[src/rtl/apb_mem_ctrl.sv]
// apb_mem_ctrl: APB completer that maps 32-bit lane accesses onto two wide
// single-port memories. Memory A is A_WORDS x A_WIDTH and memory B is
// B_WORDS x (B_LANES*32). Reads fetch the whole word and return one lane.
// Writes do a read-modify-write so that only the addressed lane changes.
// Optional feature: define APB_MEM_CTRL_LASTLINE_EN to add a one-entry
// last-line read cache. A read that hits the cache finishes without a
// memory access.
module apb_mem_ctrl #(
    parameter int A_WORDS = 19,
    parameter int B_WORDS = 21,
    parameter int A_WIDTH = 63,
    parameter int B_LANES = 3,
    localparam int BW     = 32 * B_LANES,
    localparam int AAW    = $clog2(A_WORDS),
    localparam int BAW    = $clog2(B_WORDS)
) (
    input  logic               clk,
    input  logic               rst_n,
    input  logic               psel,
    input  logic               penable,
    input  logic               pwrite,
    input  logic [31:0]        paddr,
    input  logic [31:0]        pwdata,
    output logic [31:0]        prdata,
    output logic               pready,
    output logic               pslverr,
    output logic               a_cs,
    output logic               a_we,
    output logic [AAW-1:0]     a_addr,
    output logic [A_WIDTH-1:0] a_wdata,
    input  logic [A_WIDTH-1:0] a_rdata,
    output logic               b_cs,
    output logic               b_we,
    output logic [BAW-1:0]     b_addr,
    output logic [BW-1:0]      b_wdata,
    input  logic [BW-1:0]      b_rdata
);

    localparam int A_LANES = (A_WIDTH + 31) / 32;
    // Bits of the wide word register that physically exist in memory A
    localparam logic [BW-1:0] A_MASK = ~({BW{1'b1}} << A_WIDTH);

    typedef enum logic [2:0] {IDLE, REQ, CAP, WR, DONE} state_t;

    state_t           state_q;
    logic             tgt_q, wr_q;
    logic [1:0]       lane_q;
    logic [31:0]      wdat_q;
    logic [BW-1:0]    word_q;
    logic             a_cs_q, a_we_q, b_cs_q, b_we_q;
    logic [AAW-1:0]   a_addr_q;
    logic [BAW-1:0]   b_addr_q;
    logic [31:0]      prdata_q;
    logic             pready_q, pslverr_q;

    logic             req_tgt, req_err, hit;
    logic [5:0]       req_idx;
    logic [1:0]       req_lane;
    logic [31:0]      hit_data;
    logic [BW-1:0]    rd_word, wr_word;

    function automatic logic [31:0] lane_of(input logic [BW-1:0] w, input logic [1:0] l);
        return w[{l, 5'b0} +: 32];
    endfunction

    function automatic logic [BW-1:0] merge(input logic [BW-1:0] w, input logic [1:0] l,
                                            input logic [31:0] d);
        logic [BW-1:0] r;
        r = w;
        r[{l, 5'b0} +: 32] = d;
        return r;
    endfunction

    assign req_tgt  = paddr[12];
    assign req_idx  = paddr[9:4];
    assign req_lane = paddr[3:2];

    // Memory A is zero-extended so that both targets share one lane layout.
    // The A merge drops the bits above A_WIDTH, which removes pwdata[31] for lane 1.
    assign rd_word = tgt_q ? b_rdata : BW'(a_rdata);
    assign wr_word = merge(rd_word, lane_q, wdat_q) & (tgt_q ? {BW{1'b1}} : A_MASK);

    // Address legality: alignment, unused address bits, depth and lane range of the target
    always_comb begin
        req_err = (paddr[1:0] != 2'b0) || (paddr[31:13] != '0) || (paddr[11:10] != 2'b0);
        if (req_tgt)
            req_err = req_err || ({1'b0, req_idx} >= 7'(B_WORDS)) || ({1'b0, req_lane} >= 3'(B_LANES));
        else
            req_err = req_err || ({1'b0, req_idx} >= 7'(A_WORDS)) || ({1'b0, req_lane} >= 3'(A_LANES));
    end

`ifdef APB_MEM_CTRL_LASTLINE_EN
    logic          cache_vld_q, cache_tgt_q;
    logic [5:0]    cache_idx_q, idx_q;
    logic [BW-1:0] cache_word_q;

    assign hit      = cache_vld_q && !pwrite && (cache_tgt_q == req_tgt) && (cache_idx_q == req_idx);
    assign hit_data = lane_of(cache_word_q, req_lane);

    // Last-line cache: a read capture fills it, and a write-back to the cached word refreshes it
    always_ff @(posedge clk or negedge rst_n) begin
        if (!rst_n) begin
            cache_vld_q  <= 1'b0;
            cache_tgt_q  <= 1'b0;
            cache_idx_q  <= '0;
            cache_word_q <= '0;
        end else if (state_q == CAP && !wr_q) begin
            cache_vld_q  <= 1'b1;
            cache_tgt_q  <= tgt_q;
            cache_idx_q  <= idx_q;
            cache_word_q <= rd_word;
        end else if (state_q == WR && cache_vld_q && cache_tgt_q == tgt_q && cache_idx_q == idx_q) begin
            cache_word_q <= word_q;
        end
    end
`else
    assign hit      = 1'b0;
    assign hit_data = '0;
`endif

    // Sequencer: accept in IDLE, read in REQ/CAP, write back in WR if needed, respond in DONE
    always_ff @(posedge clk or negedge rst_n) begin
        if (!rst_n) begin
            state_q   <= IDLE;
            tgt_q     <= 1'b0;
            wr_q      <= 1'b0;
            lane_q    <= '0;
            wdat_q    <= '0;
            word_q    <= '0;
            a_cs_q    <= 1'b0;
            a_we_q    <= 1'b0;
            b_cs_q    <= 1'b0;
            b_we_q    <= 1'b0;
            a_addr_q  <= '0;
            b_addr_q  <= '0;
            prdata_q  <= '0;
            pready_q  <= 1'b0;
            pslverr_q <= 1'b0;
`ifdef APB_MEM_CTRL_LASTLINE_EN
            idx_q     <= '0;
`endif
        end else begin
            a_cs_q    <= 1'b0;
            a_we_q    <= 1'b0;
            b_cs_q    <= 1'b0;
            b_we_q    <= 1'b0;
            prdata_q  <= '0;
            pready_q  <= 1'b0;
            pslverr_q <= 1'b0;
            case (state_q)
                IDLE: if (psel && penable) begin
                    tgt_q  <= req_tgt;
                    lane_q <= req_lane;
                    wr_q   <= pwrite;
                    wdat_q <= pwdata;
`ifdef APB_MEM_CTRL_LASTLINE_EN
                    idx_q  <= req_idx;
`endif
                    if (req_err) begin
                        state_q   <= DONE;
                        pready_q  <= 1'b1;
                        pslverr_q <= 1'b1;
                    end else if (hit) begin
                        state_q  <= DONE;
                        pready_q <= 1'b1;
                        prdata_q <= hit_data;
                    end else begin
                        state_q <= REQ;
                        if (req_tgt) begin
                            b_cs_q   <= 1'b1;
                            b_addr_q <= req_idx[BAW-1:0];
                        end else begin
                            a_cs_q   <= 1'b1;
                            a_addr_q <= req_idx[AAW-1:0];
                        end
                    end
                end
                REQ: state_q <= CAP;
                CAP: begin
                    if (wr_q) begin
                        state_q <= WR;
                        word_q  <= wr_word;
                        a_cs_q  <= !tgt_q;
                        a_we_q  <= !tgt_q;
                        b_cs_q  <= tgt_q;
                        b_we_q  <= tgt_q;
                    end else begin
                        state_q  <= DONE;
                        word_q   <= rd_word;
                        pready_q <= 1'b1;
                        prdata_q <= lane_of(rd_word, lane_q);
                    end
                end
                WR: begin
                    state_q  <= DONE;
                    pready_q <= 1'b1;
                end
                DONE:    state_q <= IDLE;
                default: state_q <= IDLE;
            endcase
        end
    end

    assign a_cs    = a_cs_q;
    assign a_we    = a_we_q;
    assign a_addr  = a_addr_q;
    assign a_wdata = word_q[A_WIDTH-1:0];
    assign b_cs    = b_cs_q;
    assign b_we    = b_we_q;
    assign b_addr  = b_addr_q;
    assign b_wdata = word_q;
    assign prdata  = prdata_q;
    assign pready  = pready_q;
    assign pslverr = pslverr_q;

endmodule

[config.mk]
export PLATFORM = sky130hd
export DESIGN_NAME = apb_mem_ctrl
export DESIGN_NICKNAME = d
export VERILOG_FILES = /design/src/rtl/apb_mem_ctrl.sv
export SDC_FILE = /design/constraint.sdc
export NUM_CORES = 1
export LEC_CHECK = 0
export ABC_CLOCK_PERIOD_IN_PS = 2000
export BUFFER_PORTS_ARGS = -buffer_cell sky130_fd_sc_hd__buf_2
export CORE_AREA = 2 2 169 171
export CTS_CLUSTER_DIAMETER = 150
export DETAILED_ROUTE_END_ITERATION = 8
export DIE_AREA = 0 0 171 173
export SYNTH_ARGS = -nofsm -noshare
export SYNTH_HDL_FRONTEND = slang
export SYNTH_SLANG_ARGS = --single-unit
[constraint.sdc]
create_clock -name clk -period 2 [get_ports clk]
set_clock_uncertainty 0.05 [all_clocks]
set_input_delay 0.4 -clock clk [delete_from_list [all_inputs] [get_ports clk]]
set_output_delay 0.4 -clock clk [all_outputs]
set_load 0.01 [all_outputs]
==> results of run 1 <==
kinds of logic (layout without fill, tap and decap cells):
kind of cell | Yosys count | after routing | share of synthesized area [%]
AND/OR/NAND/NOR | 347 | 347 | 15.7
AO/OA/AOI/OAI | 264 | 264 | 17.4
flip-flops | 183 | 183 | 49.4
buffers and inverters | 140 | 525 | 8.51
multiplexers | 73 | 73 | 8.43
adder cells (fa/ha/maj) | 4 | 4 | 0.540
other | 0 | 2 | 0
metrics by stage:
stage / setup TNS (ns) / cells / power [mW] / util (%)
final: 0 / 1776 / 9.01 / 44.9
after global routing: 0 / 1776 / 9.44 / 44.9
after CTS: 0 / 1770 / 9.07 / 44.6
after detailed placement: -1.26 / 1736 / 5.75 / 42.4
after global placement: -1.04 / 1736 / 5.73 / 42.4
after floorplan: 0 / 1011 / 4.95 / -
per-layer routing:
layer,global-route usage [%],up-vias
met3,4.60,55
met5,0,-
met1,30.5,4363
met4,8.16,2
li1,-,4202
met2,40.8,476
layout make-up:
cell class / count / area (µm²) / share of cell area [%]
Timing Repair Buffer: 489 / 2780 / 22.5
Clock buffer: 18 / 439 / 3.54
Tap cell: 378 / 473 / 3.82
Clock inverter: 14 / 135 / 1.09
Sequential cell: 183 / 4590 / 37.0
Inverter: 4 / 15.0 / 0.121
Multi-Input combinational cell: 688 / 3960 / 31.9
Antenna cell: 2 / 5.00 / 0.0404
flip-flops by register name, indices dropped and copies added (netlist names):
name,flops
a_addr,5
a_cs,1
a_we,1
b_addr,5
b_cs,1
b_wdata,96
b_we,1
lane_q,2
prdata,32
pready,1
pslverr,1
state_q,3
tgt_q,1
wdat_q,32
wr_q,1
repair_timing:
action / CTS / global route
cloned: 0 / 1
pin swaps: 1 / 2
hold buffers: 1 / 0
hold endpoints to repair: 31 / 0
buffers inserted: 1 / 3
resized for setup: 0 / 8
setup endpoints to repair: 5 / 45
power groups by stage:
stage,logic [mW],clock network (mW),registers [mW]
5_1_grt,1.88,3.56,4.00
6_report,1.72,3.30,3.98
3_3_place_gp,1.68,0,4.04
3_5_place_dp,1.70,0,4.05
2_1_floorplan,0.959,0,3.99
4_1_cts,1.71,3.39,3.97
final timing paths:
kind | end | from | slack (ns)
max reg2reg | a_addr[1] | state_q[0] | 0.05
max in group asynchronous | tgt_q | rst_n | 0.84
min in group asynchronous | b_wdata[77] | rst_n | 0.41
max | a_addr[1] | state_q[0] | 0.05
min reg2reg | b_wdata[94] | b_wdata[94] | 0.42
min | wdat_q[19] | pwdata[19] | 0.11
critical path, cell delays in order (launching register included):
cell and delay [ns]:
dfrtp_1 0.38, or4_4 0.59, nor4_4 0.28, buf_4 0.20
mux2_2 0.35
layout by cell type, fill, tap and decap left out, types with 2 or more instances in the layout:
cell type,synthesis,final
buf_12,0,13
a211oi_1,18,18
o21a_1,8,8
o21ai_1,12,12
nor4b_4,1,3
dfrtp_2,0,2
a221oi_1,31,29
clkbuf_8,0,2
clkbuf_16,0,18
a32oi_1,9,9
ha_1,4,3
dfrtp_1,183,180
inv_6,0,4
inv_2,0,2
buf_4,64,38
nor3_1,3,2
nand2_1,200,197
clkinv_4,0,4
buf_6,0,2
o21ai_0,76,76
buf_2,19,433
mux2i_1,32,32
a221oi_2,0,2
clkinv_2,0,2
nand2_2,0,3
nor4_1,7,6
mux2_2,41,41
a22oi_1,24,24
clkinv_8,0,2
o32ai_1,2,2
nor4_4,3,3
a21oi_1,80,80
nor2_1,122,122
or2_2,2,2
inv_8,0,2
diode_2,0,2
inv_1,4,2
==> summary.md, run 1 <==
| Metric | Value |
|---|---|
| Clock tree root driver cell | `clkbuf_16` |
| Count of nets left with antenna violations after detail routing | `0` |
| Max IR drop VDD | `roughly 530 µV` |
| Total power per unit cell area | `between 700 and 800 mW/mm²` |
| Cells after Synth | `roughly 1000` |
| Number of warnings reported in the yosys synthesis log | `0` |
| Final setup violation count | `0` |
| Async set-reset flop share out of synthesis | `between 90% and 100%` |
| First drt pass iteration count | `7` |
| Switching power | `2.81 mW` |
| Drt first-iter violations | `between 600 and 700` |
| Number of distinct library cells after synthesis | `37` |
| Number of register bits inferred by synthesis | `between 150 and 200` |
| Shortest clock period the worst path allows after layout | `1.95 ns` |
| Highest metal layer with signal wires | `met5` |
| Overall die width | `around 170 µm` |
| Leak pwr | `about 6.4 nW` |
| Ranking of synthesized cells by instance count | `nand2_1 (200), dfrtp_1 (183), nor2_1 (122)` |
| Clk sinks | `183` |
| Result of the run | `completed` |
| HPWL reported at the end of detailed placement | `25800 µm` |
| Number of antenna violations at the first check in global routing | `4` |
| Area Overhead vs Synth | `33.7%` |
| Final worst slack | `about 0.047 ns` |
| Fraction of power spent switching nets | `a little under a third` |
| Standard cell area after detailed placement | `around 0.012 mm²` |
| Ratio of cells with drive above 1 in the final layout | `41.9%` |
| Highest attainable clock frequency | `about 510 MHz` |
| Max Buffers Root-to-Sink | `2` |
| Largest fanout of any net on the critical path | `6` |
| Post-Synthesis Mean Instance Area | `slightly above 9 µm²` |
| Pre-CTS setup slack | `-0.162 ns` |
| Required time reported for the critical path endpoint | `2.26 ns` |
| Gp weighted congestion | `0.904` |
| Overall routed net length | `roughly 36000 µm` |
| Total via count after detailed routing | `9098` |
| Number of global-route vias before repair | `between 9000 and 10000` |
| Die area | `slightly below 0.03 mm²` |
| Actual transition at the worst max-transition pin | `around 0.63 ns` |
| WP data arrival | `approximately 2.2 ns` |
| Startpoint type of the worst setup path | `flop` |
| Main flop type after synthesis | `dfrtp_1` |
| RSZ-0062 raised after global routing | `false` |
| Filler instances | `2776` |
| H-tree levels | `4` |
| Worst hold slack | `0.108 ns` |
| Vias per Instance | `5.12` |
| TritonCTS clock tree | `yes` |
| Final period util | `between 90% and 100%` |
| Syn Std Cell Area | `a little over 0.009 mm²` |
| Clock network fraction of design power | `36.6%` |
| Number of maximum-capacitance constraint violations | `0` |
| Net Count, Synth | `about 1200` |
| Number of synthesized flops with an enable pin | `0` |
| Detailed-routed wire length on met2 | `between 15000 and 20000 µm` |
| Post-Layout Inst Area | `roughly 0.012 mm²` |
| Seq/Total Area, Yosys | `around half` |
| Type of the most critical hold path | `in -> reg` |
| Count of endpoints failing hold in the final timing report | `0` |
| Die Ht | `173 µm` |
| Layout Nets | `approximately 1600` |
| Worst max-slew margin expressed relative to the limit | `approximately 57%` |
| Number of input and output port buffers inserted | `between 400 and 500` |
| Global-route usage over all layers | `between 20 and 25%` |
| Global route total overflow | `0` |
| Wire length on met3 | `approximately 2700 µm` |
| TritonCTS buffer count | `17` |
| Maximum number of pins on one net before global-route repair | `a little over 50` |
| Initial Util | `about a third` |
| Number of cells on the worst reg-to-reg path | `4` |
| Most frequent cell after synthesis | `nand2_1` |
| Sequential power share | `between 40% and 50%` |
| Synth top area cells | `dfrtp_1 (49%), nand2_1 (8.1%), buf_4 (5.2%)` |
| Logic pwr share | `a little under a fifth` |
| Fin. max-slew vios | `0` |
| Global-route wire length before repair | `about 54000 µm` |
| I/O pin cnt | `roughly 440` |
| Clock slew at the register clock pins of the worst setup and hold paths | `around 0.070 ns` |
| Hold path depth | `3` |
| Top-area cell type share of the netlist area | `about 50%` |
| Clock latency on the worst-skew pair | `~0.43 ns` |
| Row Count | `~60` |
| Average routed wire per standard cell | `slightly above 20 µm` |
| Int Power | `6.20 mW` |
| Post-route DRC | `0` |
| Routed metal-1 wirelength | `around 15000 µm` |
| WS Path Type | `reg -> reg` |
| Std-Cell Core Area | `0.0276 mm²` |
| Library cell occupying the most area in the post-synthesis netlist | `dfrtp_1` |
| Worst Setup End Kind | `flop` |
(Power assumes the default switching activity.)
==> inputs of run 2 (changes only) <==
--- a/config.mk
+++ b/config.mk
@@ -7,10 +7,9 @@
 export LEC_CHECK = 0
 export ABC_CLOCK_PERIOD_IN_PS = 2000
 export BUFFER_PORTS_ARGS = -buffer_cell sky130_fd_sc_hd__buf_2
-export CORE_AREA = 2 2 169 171
+export CORE_UTILIZATION = 25
 export CTS_CLUSTER_DIAMETER = 150
 export DETAILED_ROUTE_END_ITERATION = 8
-export DIE_AREA = 0 0 171 173
 export SYNTH_ARGS = -nofsm -noshare
 export SYNTH_HDL_FRONTEND = slang
 export SYNTH_SLANG_ARGS = --single-unit
==> constraint.sdc (replaced) <==
create_clock -name clk -period 2 [get_ports clk]
set_clock_uncertainty 0.05 [all_clocks]
set_input_delay 0.4 -clock clk [delete_from_list [all_inputs] [get_ports clk]]
set_output_delay 0.4 -clock clk [all_outputs]
set_load 0.1 [all_outputs]
==> summary.md, run 2 (synthesis gave the netlist of run 1 again) <==
| Metric | Value |
|---|---|
| Actual transition at the worst max-transition pin | `0.547 ns (was 0.633 ns)` |
| Maximum number of pins on one net before global-route repair | `59 (was 51)` |
| Average routed wire per standard cell | `19.9 µm (was 20.5 µm)` |
| Clock latency on the worst-skew pair | `0.44 ns (was 0.43 ns)` |
| Pre-CTS setup slack | `-0.166 ns (was -0.162 ns)` |
| Vias per Instance | `4.87 (was 5.12)` |
| Buf/Inv on CP | `3 (was 1)` |
| First drt pass iteration count | `5 (was 7)` |
| TritonCTS buffer count | `17 (unchanged)` |
| Critical path's largest stage delay | `0.45 ns (was 0.59 ns)` |
| WP data arrival | `2.22 ns (was 2.21 ns)` |
| Global-route usage over all layers | `18.9% (was 24.0%)` |
| Std-Cell Core Area | `0.0365 mm² (was 0.0276 mm²)` |
| HPWL reported at the end of detailed placement | `26500 µm (was 25800 µm)` |
| WS Path Type | `reg -> reg (unchanged)` |
| Overall routed net length | `37400 µm (was 36500 µm)` |
| Layer with the highest usage | `met2 (unchanged)` |
| Final worst slack | `0.0488 ns (was 0.0473 ns)` |
| Clk sinks | `183 (unchanged)` |
| Final setup violation count | `0 (unchanged)` |
| Result of the run | `completed (unchanged)` |
| Ratio of cells with drive above 1 in the final layout | `42.5% (was 41.9%)` |
| Largest fanout of any net on the critical path | `14 (was 6)` |
| Total via count after detailed routing | `9150 (was 9098)` |
| Die Ht | `195 µm (was 173 µm)` |
| Flip-flop count of the largest register after layout | `96 (unchanged)` |
| Number of antenna violations at the first check in global routing | `4 (unchanged)` |
| Clock tree root driver cell | `clkbuf_16 (unchanged)` |
| Layout Nets | `1627 (was 1615)` |
| Count of nets left with antenna violations after detail routing | `0 (unchanged)` |
| Overall power | `9.57 mW (was 9.01 mW)` |
| Post-Layout Inst Area | `0.0127 mm² (was 0.0124 mm²)` |
| Number of input and output port buffers inserted | `434 (unchanged)` |
| Highest attainable clock frequency | `513 MHz (was 512 MHz)` |
| Multi-input combinational cell area | `0.00397 mm² (was 0.00396 mm²)` |
| Standard cell area after detailed placement | `0.0119 mm² (was 0.0117 mm²)` |
| H-tree levels | `4 (unchanged)` |
| Leading cell type in the layout, fill and taps excluded | `buf_2 (unchanged)` |
| Max IR drop VDD | `590 µV (was 531 µV)` |
| RSZ-0062 raised after global routing | `true (was false)` |
| Gp weighted congestion | `0.885 (was 0.904)` |
| Worst path top cell family by delay | `buffers and inverters (was simple AND/OR/NAND/NOR gates)` |
| Final period util | `97.6% (about the same)` |
| Global route total overflow | `0 (unchanged)` |
| Number of global-route vias before repair | `9067 (was 9048)` |
| Global-route wire length before repair | `53800 µm (was 53900 µm)` |
| Grt met1 use | `22.7% (was 30.5%)` |
| Row Count | `70 (was 61)` |
| Initial Util | `25.4% (was 33.6%)` |
| Type of the most critical hold path | `in -> reg (unchanged)` |
| Drt first-iter violations | `545 (was 699)` |
| Met2 Use GR | `32.6% (was 40.8%)` |
| Max Buffers Root-to-Sink | `2 (unchanged)` |
| Cell at the slowest stage of the critical path | `dfrtp_2 (was or4_4)` |
| Die area | `0.0379 mm² (was 0.0296 mm²)` |
| Post-route DRC | `0 (unchanged)` |
| Worst Setup End Kind | `flop (unchanged)` |
| Number of maximum-capacitance constraint violations | `0 (unchanged)` |
| Sequential cell area in the final layout | `0.00459 mm² (about the same)` |
| Clock slew at the register clock pins of the worst setup and hold paths | `0.07 ns (about the same)` |
| Worst max-slew margin expressed relative to the limit | `63.8% (was 57.4%)` |
| Leak pwr | `6.43 nW (was 6.36 nW)` |
| Startpoint type of the worst setup path | `flop (unchanged)` |
| Met3 global-route usage | `4.65% (was 4.60%)` |
| Most used cells in the layout excluding fill and tap cells | `buf_2 (434), nand2_1 (197), dfrtp_1 (179) (was buf_2 (433), nand2_1 (197), dfrtp_1 (180))` |
| TritonCTS clock tree | `yes (unchanged)` |
| Total power per unit cell area | `754 mW/mm² (was 727 mW/mm²)` |
| Shortest clock period the worst path allows after layout | `1.95 ns (about the same)` |
| Area Overhead vs Synth | `36.8% (was 33.7%)` |
| Count of endpoints failing hold in the final timing report | `0 (unchanged)` |
| Required time reported for the critical path endpoint | `2.27 ns (was 2.26 ns)` |
| I/O pin cnt | `435 (unchanged)` |
| Fin. max-slew vios | `0 (unchanged)` |
| Critical-path cell list | `buf_12 -> ha_2 -> nand2_2 -> nor4b_4 -> buf_4 -> buf_8 -> a221oi_1 -> nor2_1 (was or4_4 -> nor4_4 -> buf_4 -> mux2_2)` |
| Overall die width | `195 µm (was 171 µm)` |
| Filler instances | `3797 (was 2776)` |
[run 2: changes by cell type in the layout (fill, tap and decap cells not counted), moves of 2 or more]
cell and delta:
a211oi_1 -2, buf_4 +4, o21ai_1 +13, clkinv_8 -2
o21ai_0 -13, inv_6 -4, a211oi_2 +2, bufinv_16 +3
buf_6 +5, clkinvlp_4 +3, inv_8 -2, clkbuf_8 +3
[run 2: where the power goes]
part	switching, mW	internal (mW)
sequential	0.172	3.82
clock	1.54	2.11
combinational	1.19	0.736
total	2.91	6.67
[run 2: final cells by class]
cell class	count	share of cell area, %
Timing Repair Buffer	500	22.8
Tap cell	468	4.61
Clock inverter	10	1.13
Multi-Input combinational cell	689	31.3
Clock buffer	22	3.82
Sequential cell	183	36.2
Antenna cell	1	0.0197
Inverter	4	0.138
[run 2: layer usage]
layer	part of all wire, %	vias up
li1	-	4216
met3	7.5	58
met2	50	454
met5	0.099	-
met1	40	4416
met4	2.4	6
[run 2: what timing repair did]
action                                  CTS  global route
pin swaps                                 0             8
gates resized for setup                   4            31
hold buffers                              1             0
setup buffers                             0             3
cloned                                    0             5
endpoints found under the setup margin   20            79
hold endpoints to repair                 32             0
[run 2: path summary, 6_finish.rpt]
check	start	end	slack (ns)	depth (start not counted)
max	lane_q[0]	b_wdata[42]	0.05	8
min	pwdata[25]	wdat_q[25]	0.09	3
max reg2reg	lane_q[0]	b_wdata[42]	0.05	8
min reg2reg	b_wdata[74]	b_wdata[74]	0.43	2
max in group asynchronous	rst_n	tgt_q	0.81	3
min in group asynchronous	rst_n	b_wdata[57]	0.38	2
[run 2: tightest hold or removal path: stages]
cell     delay (ns)
buf_2          0.07
nand2_1        0.04
nand2_1        0.04
[run 2: stage by stage]
| stage | setup TNS, ns | hold slack, ns | cells | util, % |
|---|---|---|---|---|
| finish | 0 | 0.0930 | 1877 | 34.7 |
| global route | -0.264 | 0.0741 | 1877 | 34.7 |
| CTS | 0 | 0.0686 | 1868 | 34.3 |
| detailed placement | -2.07 | 0.311 | 1835 | 32.5 |
| global placement | -1.04 | 0.316 | 1835 | 32.5 |
| floorplan | 0 | 0.0544 | 1011 | - |
